`config.mk`:
```
export PLATFORM = sky130hd
export DESIGN_NAME = mem_op_sequencer
export DESIGN_NICKNAME = d
export VERILOG_FILES = /design/src/rtl/mem_op_sequencer_pkg.sv /design/src/rtl/mem_op_sequencer_mem_wait_timer.sv /design/src/rtl/mem_op_sequencer.sv
export SDC_FILE = /design/constraint.sdc
export NUM_CORES = 1
export LEC_CHECK = 0
export ABC_AREA = 1
export CAP_MARGIN = 10
export CORE_MARGIN = 4
export CORE_UTILIZATION = 40
export CTS_BUF_LIST = sky130_fd_sc_hd__clkbuf_8
export CTS_CLUSTER_DIAMETER = 30
export DETAILED_ROUTE_END_ITERATION = 10
export PLACE_DENSITY = 0.72
export SYNTH_ARGS = -nofsm -noshare
export SYNTH_HDL_FRONTEND = slang
export SYNTH_SLANG_ARGS = --single-unit
export TNS_END_PERCENT = 30
```
`constraint.sdc`:
```
create_clock -name clk -period 2.8 [get_ports clk]
set_clock_uncertainty 0.1 [all_clocks]
set_input_delay 0.56 -clock clk [delete_from_list [all_inputs] [get_ports clk]]
set_output_delay 0.56 -clock clk [all_outputs]
set_load 0.005 [all_outputs]
```
`src/rtl/mem_op_sequencer_pkg.sv`:
```
// rtl/mem_op_sequencer_pkg.sv - shared states and opcode constants for the load/store sequencer
package mem_op_sequencer_pkg;

   typedef enum logic [3:0] {
      S_IDLE,
      S_T0,
      S_T1,
      S_T2,
      S_T3,
      S_T4,
      S_T5,
      S_T6,
      S_T7,
      S_DONE,
      S_FAULT
   } state_e;

   localparam int OPW_C = 5;

   localparam logic [OPW_C-1:0] OP_LD_C  = 5'b00000;
   localparam logic [OPW_C-1:0] OP_LDI_C = 5'b00001;
   localparam logic [OPW_C-1:0] OP_ST_C  = 5'b00010;

   localparam logic [OPW_C-1:0] ALU_NOP_C = 5'b00000;
   localparam logic [OPW_C-1:0] ALU_ADD_C = 5'b00001;
   localparam logic [OPW_C-1:0] ALU_SUB_C = 5'b00010;
   localparam logic [OPW_C-1:0] ALU_AND_C = 5'b00011;
   localparam logic [OPW_C-1:0] ALU_OR_C  = 5'b00100;
   localparam logic [OPW_C-1:0] ALU_SHR_C = 5'b00101;
   localparam logic [OPW_C-1:0] ALU_SHL_C = 5'b00110;
   localparam logic [OPW_C-1:0] ALU_ROR_C = 5'b00111;
   localparam logic [OPW_C-1:0] ALU_ROL_C = 5'b01000;
   localparam logic [OPW_C-1:0] ALU_MUL_C = 5'b01001;
   localparam logic [OPW_C-1:0] ALU_DIV_C = 5'b01010;
   localparam logic [OPW_C-1:0] ALU_NEG_C = 5'b01011;
   localparam logic [OPW_C-1:0] ALU_NOT_C = 5'b01100;

endpackage

```
`src/rtl/mem_op_sequencer_mem_wait_timer.sv`:
```
// rtl/mem_op_sequencer_mem_wait_timer.sv - counts memory wait cycles and flags timeout
module mem_wait_timer #(
   parameter int MEM_TIMEOUT = 8
) (
   input  logic clk_i,
   input  logic clr_i,
   input  logic clear_i,
   input  logic wait_i,
   output logic first_o,
   output logic expire_o
);

   localparam int CW = (MEM_TIMEOUT < 2) ? 1 : $clog2(MEM_TIMEOUT + 1);
   localparam logic [CW-1:0] LAST = CW'((MEM_TIMEOUT == 0) ? 0 : MEM_TIMEOUT - 1);

   logic [CW-1:0] cnt_q, cnt_d;

   always_comb begin
      cnt_d = cnt_q;
      if (clear_i) begin
         cnt_d = '0;
      end else if (wait_i) begin
         cnt_d = cnt_q + 1'b1;
      end
   end

   always_ff @(posedge clk_i) begin
      if (clr_i) begin
         cnt_q <= '0;
      end else begin
         cnt_q <= cnt_d;
      end
   end

   // The cycle that would be the MEM_TIMEOUT-th consecutive wait expires.
   assign expire_o = (MEM_TIMEOUT != 0) && wait_i && (cnt_q == LAST);
   assign first_o  = (cnt_q == '0);

endmodule

```
`src/rtl/mem_op_sequencer.sv`:
```
// rtl/mem_op_sequencer.sv - Moore FSM driving datapath strobes for ld, ldi and st
module mem_op_sequencer
   import mem_op_sequencer_pkg::*;
#(
   parameter int               OPW         = 5,
   parameter logic [OPW-1:0]   ALU_ADD     = OPW'(ALU_ADD_C),
   parameter logic [OPW-1:0]   OP_LD       = OPW'(OP_LD_C),
   parameter logic [OPW-1:0]   OP_LDI      = OPW'(OP_LDI_C),
   parameter logic [OPW-1:0]   OP_ST       = OPW'(OP_ST_C),
   parameter int               MEM_TIMEOUT = 8
) (
   input  logic           clk,
   input  logic           clr,
   input  logic           start,
   input  logic [OPW-1:0] ir_op,
   input  logic           mem_ready,
   output logic           PCout,
   output logic           MARin,
   output logic           Zin,
   output logic           incPC,
   output logic           ZLowOut,
   output logic           PCin,
   output logic           read,
   output logic           MDRin,
   output logic           MDRout,
   output logic           IRin,
   output logic           Grb,
   output logic           BAout,
   output logic           Yin,
   output logic           Cout,
   output logic           Gra,
   output logic           Rin,
   output logic           Rout,
   output logic           write,
   output logic [OPW-1:0] alu_op,
   output logic           busy,
   output logic           done,
   output logic           fault
);

   state_e         state_q, state_d;
   logic [OPW-1:0] op_q, op_d;
   logic           in_mem, mem_ok, wait_cyc, first_cyc, expire;

   assign in_mem = (state_q == S_T1)
                 || ((state_q == S_T6) && (op_q == OP_LD))
                 || ((state_q == S_T7) && (op_q == OP_ST));
   assign mem_ok   = (MEM_TIMEOUT == 0) || mem_ready;
   assign wait_cyc = in_mem && !mem_ok;

   mem_wait_timer #(
      .MEM_TIMEOUT(MEM_TIMEOUT)
   ) u_timer (
      .clk_i   (clk),
      .clr_i   (clr),
      .clear_i (!in_mem),
      .wait_i  (wait_cyc),
      .first_o (first_cyc),
      .expire_o(expire)
   );

   always_ff @(posedge clk) begin
      if (clr) begin
         state_q <= S_IDLE;
         op_q    <= '0;
      end else begin
         state_q <= state_d;
         op_q    <= op_d;
      end
   end

   always_comb begin
      state_d = state_q;
      op_d    = op_q;
      case (state_q)
         S_IDLE:  if (start) state_d = S_T0;
         S_T0:    state_d = S_T1;
         S_T1: begin
            if (mem_ok)      state_d = S_T2;
            else if (expire) state_d = S_FAULT;
         end
         S_T2:    state_d = S_T3;
         S_T3: begin
            op_d = ir_op;
            if ((ir_op == OP_LD) || (ir_op == OP_LDI) || (ir_op == OP_ST)) state_d = S_T4;
            else                                                           state_d = S_FAULT;
         end
         S_T4:    state_d = S_T5;
         S_T5:    state_d = (op_q == OP_LDI) ? S_DONE : S_T6;
         S_T6: begin
            if (!in_mem || mem_ok) state_d = S_T7;
            else if (expire)       state_d = S_FAULT;
         end
         S_T7: begin
            if (!in_mem || mem_ok) state_d = S_DONE;
            else if (expire)       state_d = S_FAULT;
         end
         S_DONE:  state_d = S_IDLE;
         S_FAULT: state_d = S_FAULT;
         default: state_d = S_IDLE;
      endcase
   end

   always_comb begin
      PCout   = 1'b0;
      MARin   = 1'b0;
      Zin     = 1'b0;
      incPC   = 1'b0;
      ZLowOut = 1'b0;
      PCin    = 1'b0;
      read    = 1'b0;
      MDRin   = 1'b0;
      MDRout  = 1'b0;
      IRin    = 1'b0;
      Grb     = 1'b0;
      BAout   = 1'b0;
      Yin     = 1'b0;
      Cout    = 1'b0;
      Gra     = 1'b0;
      Rin     = 1'b0;
      Rout    = 1'b0;
      write   = 1'b0;
      alu_op  = '0;
      busy    = (state_q != S_IDLE) && (state_q != S_FAULT);
      done    = (state_q == S_DONE);
      fault   = (state_q == S_FAULT);
      case (state_q)
         S_T0: begin
            PCout = 1'b1;
            MARin = 1'b1;
            incPC = 1'b1;
            Zin   = 1'b1;
         end
         S_T1: begin
            ZLowOut = 1'b1;
            PCin    = first_cyc;
            read    = 1'b1;
            MDRin   = 1'b1;
         end
         S_T2: begin
            MDRout = 1'b1;
            IRin   = 1'b1;
         end
         S_T3: begin
            Grb   = 1'b1;
            BAout = 1'b1;
            Yin   = 1'b1;
         end
         S_T4: begin
            Cout   = 1'b1;
            Zin    = 1'b1;
            alu_op = ALU_ADD;
         end
         S_T5: begin
            ZLowOut = 1'b1;
            if (op_q == OP_LDI) begin
               Gra = 1'b1;
               Rin = 1'b1;
            end else begin
               MARin = 1'b1;
            end
         end
         S_T6: begin
            MDRin = 1'b1;
            if (op_q == OP_ST) begin
               Gra  = 1'b1;
               Rout = 1'b1;
            end else begin
               read = 1'b1;
            end
         end
         S_T7: begin
            if (op_q == OP_ST) begin
               write = 1'b1;
            end else begin
               MDRout = 1'b1;
               Gra    = 1'b1;
               Rin    = 1'b1;
            end
         end
         default: ;
      endcase
   end

endmodule

```
### After elaboration in Yosys (flattened, before gate mapping)

Index checks and enable logic that the tools add are counted.

* $add $sub $neg: 1
* eq/ne operators: 17
* muxes and demuxes: 28
* bitwise operators: 1
* reductions and logical operators: 21

Operator list (count)
* $pmux 4 s10: 1
* $mux 4: 7
* $eq 4x3->1 const B: 5
* $mux 1: 15
* $eq 4x4->1 const B: 3
* $eq 5x1->1 const B: 2
* $eq 5x2->1 const B: 2
* $logic_not 5->1: 2
* $eq 4x2->1 const B: 2
* $logic_not 4->1: 2
* $pmux 1 s2: 4
* $reduce_or 2->1: 4
* $logic_and 1x1->1: 5
* $logic_or 1x1->1: 5
* $add 4x1->4 const B: 1
* $eq 4x1->1 const B: 1
* $ne 4x4->1 const B: 1
* $reduce_bool 4->1: 1
* $pmux 1 s3: 1
* $logic_not 1->1: 2
* $ne 2x2->1 const B: 1
* $not 1->1: 1

* bits in registers: 13
* input bits: 9
* output and inout port bits: 26
* logic and storage cells: 71

### Longest topological paths before layout

* depth after elaboration: 9
* mapped depth: 9
* depth with buffers taken out: 9

### Cells and area by module

A second synthesis with hierarchy kept.

* cells, all modules: 158
* area, all modules: 968.4 sq um

By module, submodules not included
* mem_op_sequencer: instances 1, cells an instance 131, area each 768.2 sq um
* mem_wait_timer: instances 1, cells an instance 27, area each 200.2 sq um

### Least setup slack after synthesis

OpenSTA, ideal clock, no wires.

* path type: flip-flop to output port
* start point: reg op_q[3]
* end point: out Gra
* arrival time: 1090 ps
* path slack: 1050 ps
* cell stages (with the launch flop): 8
* path through: dfxtp_1 nor2_1 nand2_1 nor2_1 inv_1 nand2_1 nand2_1 or2_2

* word-level cells in the longest chain between the ends: 3
* elaborated cells on any way between the ends: 6

Ends and longest elaborated chain
* start: declaration: line mem_op_sequencer.sv:42 `logic [OPW-1:0] op_q, op_d;`
* start signal: assignment: line mem_op_sequencer.sv:68 `op_q <= op_d;`
* $eq 5x2->1 / $eq 5x1->1 (equally long branches): line mem_op_sequencer.sv:165, mem_op_sequencer.sv:173, mem_op_sequencer.sv:156
* $mux 1, on equally long branches: line mem_op_sequencer.sv:173, mem_op_sequencer.sv:156, mem_op_sequencer.sv:165
* $pmux 1 s3 (*): line mem_op_sequencer.sv:127 `case (state_q)`
* end: declaration: line mem_op_sequencer.sv:31 `output logic Gra,`

Mark *: on every way between the ends. The rest lies on a longest branch, timed or not.

### Worst setup path in the final report

Same ends and word-level chain as after synthesis.

==> flow_summary.json <==
{
  "grt_pass1_wl_mm": 3.82,
  "yosysWarnings": 0,
  "synthAdderAreaFrac_pct": 2.59,
  "yosysSeqAreaShare_pct": 27.0,
  "gp_congestion": 0.929,
  "finalHoldViolations": 0,
  "synth.area.mux_share_pct": 0,
  "hold_buffers": 0,
  "path_delay_family": "simple AND/OR/NAND/NOR gates",
  "diodes": 0,
  "grt_busiest_layer": "met2",
  "drt_iter0_drc": 49,
  "fillers": 223,
  "routedWlPerCell_microns": 11.2,
  "core_sq_mm": 0.00225,
  "cellLeakagePower_uw": 0.000596,
  "nets": 197,
  "clk_pin_slew_ns": 0.05,
  "cts_buffers": 3,
  "setup_tns_ns": 0,
  "utilization_pct": 57.5,
  "max_cap_viol_count": 0,
  "final_cell_mix": "clkdlybuf4s50_1 (30), nor2_1 (28), inv_1 (27), nand2_1 (27), dfxtp_1 (13)",
  "cp_max_fo": 3,
  "routed_wl_mm": 2.38,
  "vias": 1057,
  "initial_utilization_pct": 42.8,
  "vdd_drop_max_mv": 0.283,
  "avgViaCountPerCell": 4.96,
  "drive_gt1_share_pct": 8.65,
  "dp_slack_ns": 0.489,
  "use_met3_pct": 2.71,
  "synth_seq_cells": 13,
  "cp.arrival_ns": 1.90,
  "port_buffers": 30,
  "setup_viol": 0,
  "syn-instance-count": 156,
  "ys_types": 25,
  "num_rows": 17,
  "hold_path_class": "reg -> reg",
  "critPathLaunchType": "flip-flop",
  "cts.sinks": 13,
  "crit_required_ns": 2.14,
  "cts_max_level": 1,
  "maxSlewViolCount": 0,
  "yosys.area_share.xor_xnor_pct": 0.908,
  "die-width_microns": 57.1,
  "rsz0062_at_grt": "false",
  "crit_buf_inv": 2,
  "period_needed_ns": 2.56,
  "grt_start_max_net_pins": 11,
  "crit_cells": 8,
  "clk_latency_ns": 0.24,
  "dr.pass1.iters": 4,
  "antenna_found_initial": 0,
  "setup_slack_ns": 0.243,
  "grt_usage_pct": 14.6,
  "dieHeight_microns": 57.1,
  "placed_area_sq_mm": 0.00125,
  "io-pin-count": 35,
  "postRouteAntennaNets": 0,
  "syn_area_sq_um": 965,
  "fmax_mhz": 391,
  "syn2layout_area_growth_pct": 34.4,
  "cts_resized": 0,
  "cts_root_buffer": "clkbuf_8",
  "hpwl_mm": 1.99,
  "finalInstanceArea_sq_mm": 0.00130,
  "use_met2_pct": 25.3,
  "synth_simple_gate_area_share_pct": 37.4,
  "synth_top_family_by_area": "simple AND/OR/NAND/NOR gates",
  "status": "complete, no violations",
  "hold_path_depth": 2,
  "power_density_mw_per_mm2": 461,
  "path_cells": "nor2_1, nand2_1, nor2_1, inv_1, nand2_1, nand2_1, or2_2, clkdlybuf4s50_1",
  "cp_common_cell": "nand2_1",
  "fin_crit_sh_pct": 91.3,
  "drc": 0,
  "max_stage_delay_ns": 0.45,
  "avgSynthCellArea_sq_um": 6.18,
  "met1_usage_pct": 18.4,
  "post_cts_buffers": 0,
  "reg2regPathDepth": 8,
  "cts_buffer_depth": 2,
  "critPathSlowestCell": "clkdlybuf4s50_1",
  "cts_tree": "yes",
  "critPathKind": "reg -> out",
  "grt_pass1_vias": 911,
  "crit_path_end_kind": "output pin",
  "synth_compound_area_share_pct": 14.3,
  "mostFrequentLayoutCell": "clkdlybuf4s50_1",
  "grt_overflow": 0,
  "dieArea_sq_mm": 0.00326
}
## routing by layer
layer  wire length (microns)  vias up
met3                     185        5
met5                       0        -
met4                      27        0
li1                        -      538
met2                    1150       43
met1                    1020      471
## kinds of logic after synthesis
| group | count (synthesis) |
|---|---|
| compound gates | 25 |
| xor+xnor | 1 |
| fa+ha+maj | 2 |
| buf+inv | 36 |
| flops | 13 |
| other cells | 1 |
| simple gates | 78 |
## cells in the mapped netlist, drive strengths merged
cell type	n	area (sq um)
or2	1	6.26
a31oi	1	6.26
conb	1	3.75
nand3	9	62.6
xor2	1	8.76
inv	27	101
a211oi	1	7.51
ha	2	25.0
nor4	1	6.26
dfxtp	13	260
o211ai	2	15.0
a21oi	9	45.0
nand4	3	18.8
buf	9	67.6
nor2	32	130
o311ai	1	8.76
o21ai	11	55.1
nand2	31	131
nor3	1	5.00
## sequential cells by signal, indices dropped and copies added, names as in the netlist
signal / cells
op_q: 5
u_timer.cnt_q: 4
state_q: 4
## tightest hold or removal path, cell delays in order, from the launching register on
cell and delay (ns):
dfxtp_1 0.33, nand2_1 0.06, a21oi_1 0.05
## area by class of cell
cell class | instances | area, sq um | area share [%]
clock inverters | 1 | 3.75 | 0.290
multi-input cells | 110 | 547 | 42.2
well taps | 28 | 35.0 | 2.70
inverters | 27 | 101 | 7.82
flip-flops and latches | 13 | 260 | 20.1
clock buffers | 3 | 41.3 | 3.19
repair buffers | 31 | 308 | 23.7
## report_power, final
group	total (uW)	internal [uW]	switching, uW	leakage (uW)
sequential	209	196	13.1	0.000105
combinational	222	111	111	0.000464
clock	166	96.8	69.3	0.0000269
total	598	404	193	0.000596
## path summary, 6_finish.rpt
check                          end  slack (ns)        startpoint
setup / recovery               Gra        0.24           op_q[3]
hold / removal    u_timer.cnt_q[0]        0.39  u_timer.cnt_q[0]
setup reg to reg        state_q[2]        1.11        state_q[3]
hold reg to reg   u_timer.cnt_q[0]        0.39  u_timer.cnt_q[0]
## stage by stage
| step | total power (uW) | cells | hold WS, ns |
|---|---|---|---|
| 6_report | 598 | 213 | 0.388 |
| 5_1_grt | 631 | 213 | 0.425 |
| 4_1_cts | 602 | 213 | 0.390 |
| 3_5_place_dp | 435 | 209 | 0.383 |
| 3_3_place_gp | 434 | 209 | 0.375 |
| 2_1_floorplan | 335 | 159 | 0.360 |
No activity file was read; power rests on OpenSTA's default activity.
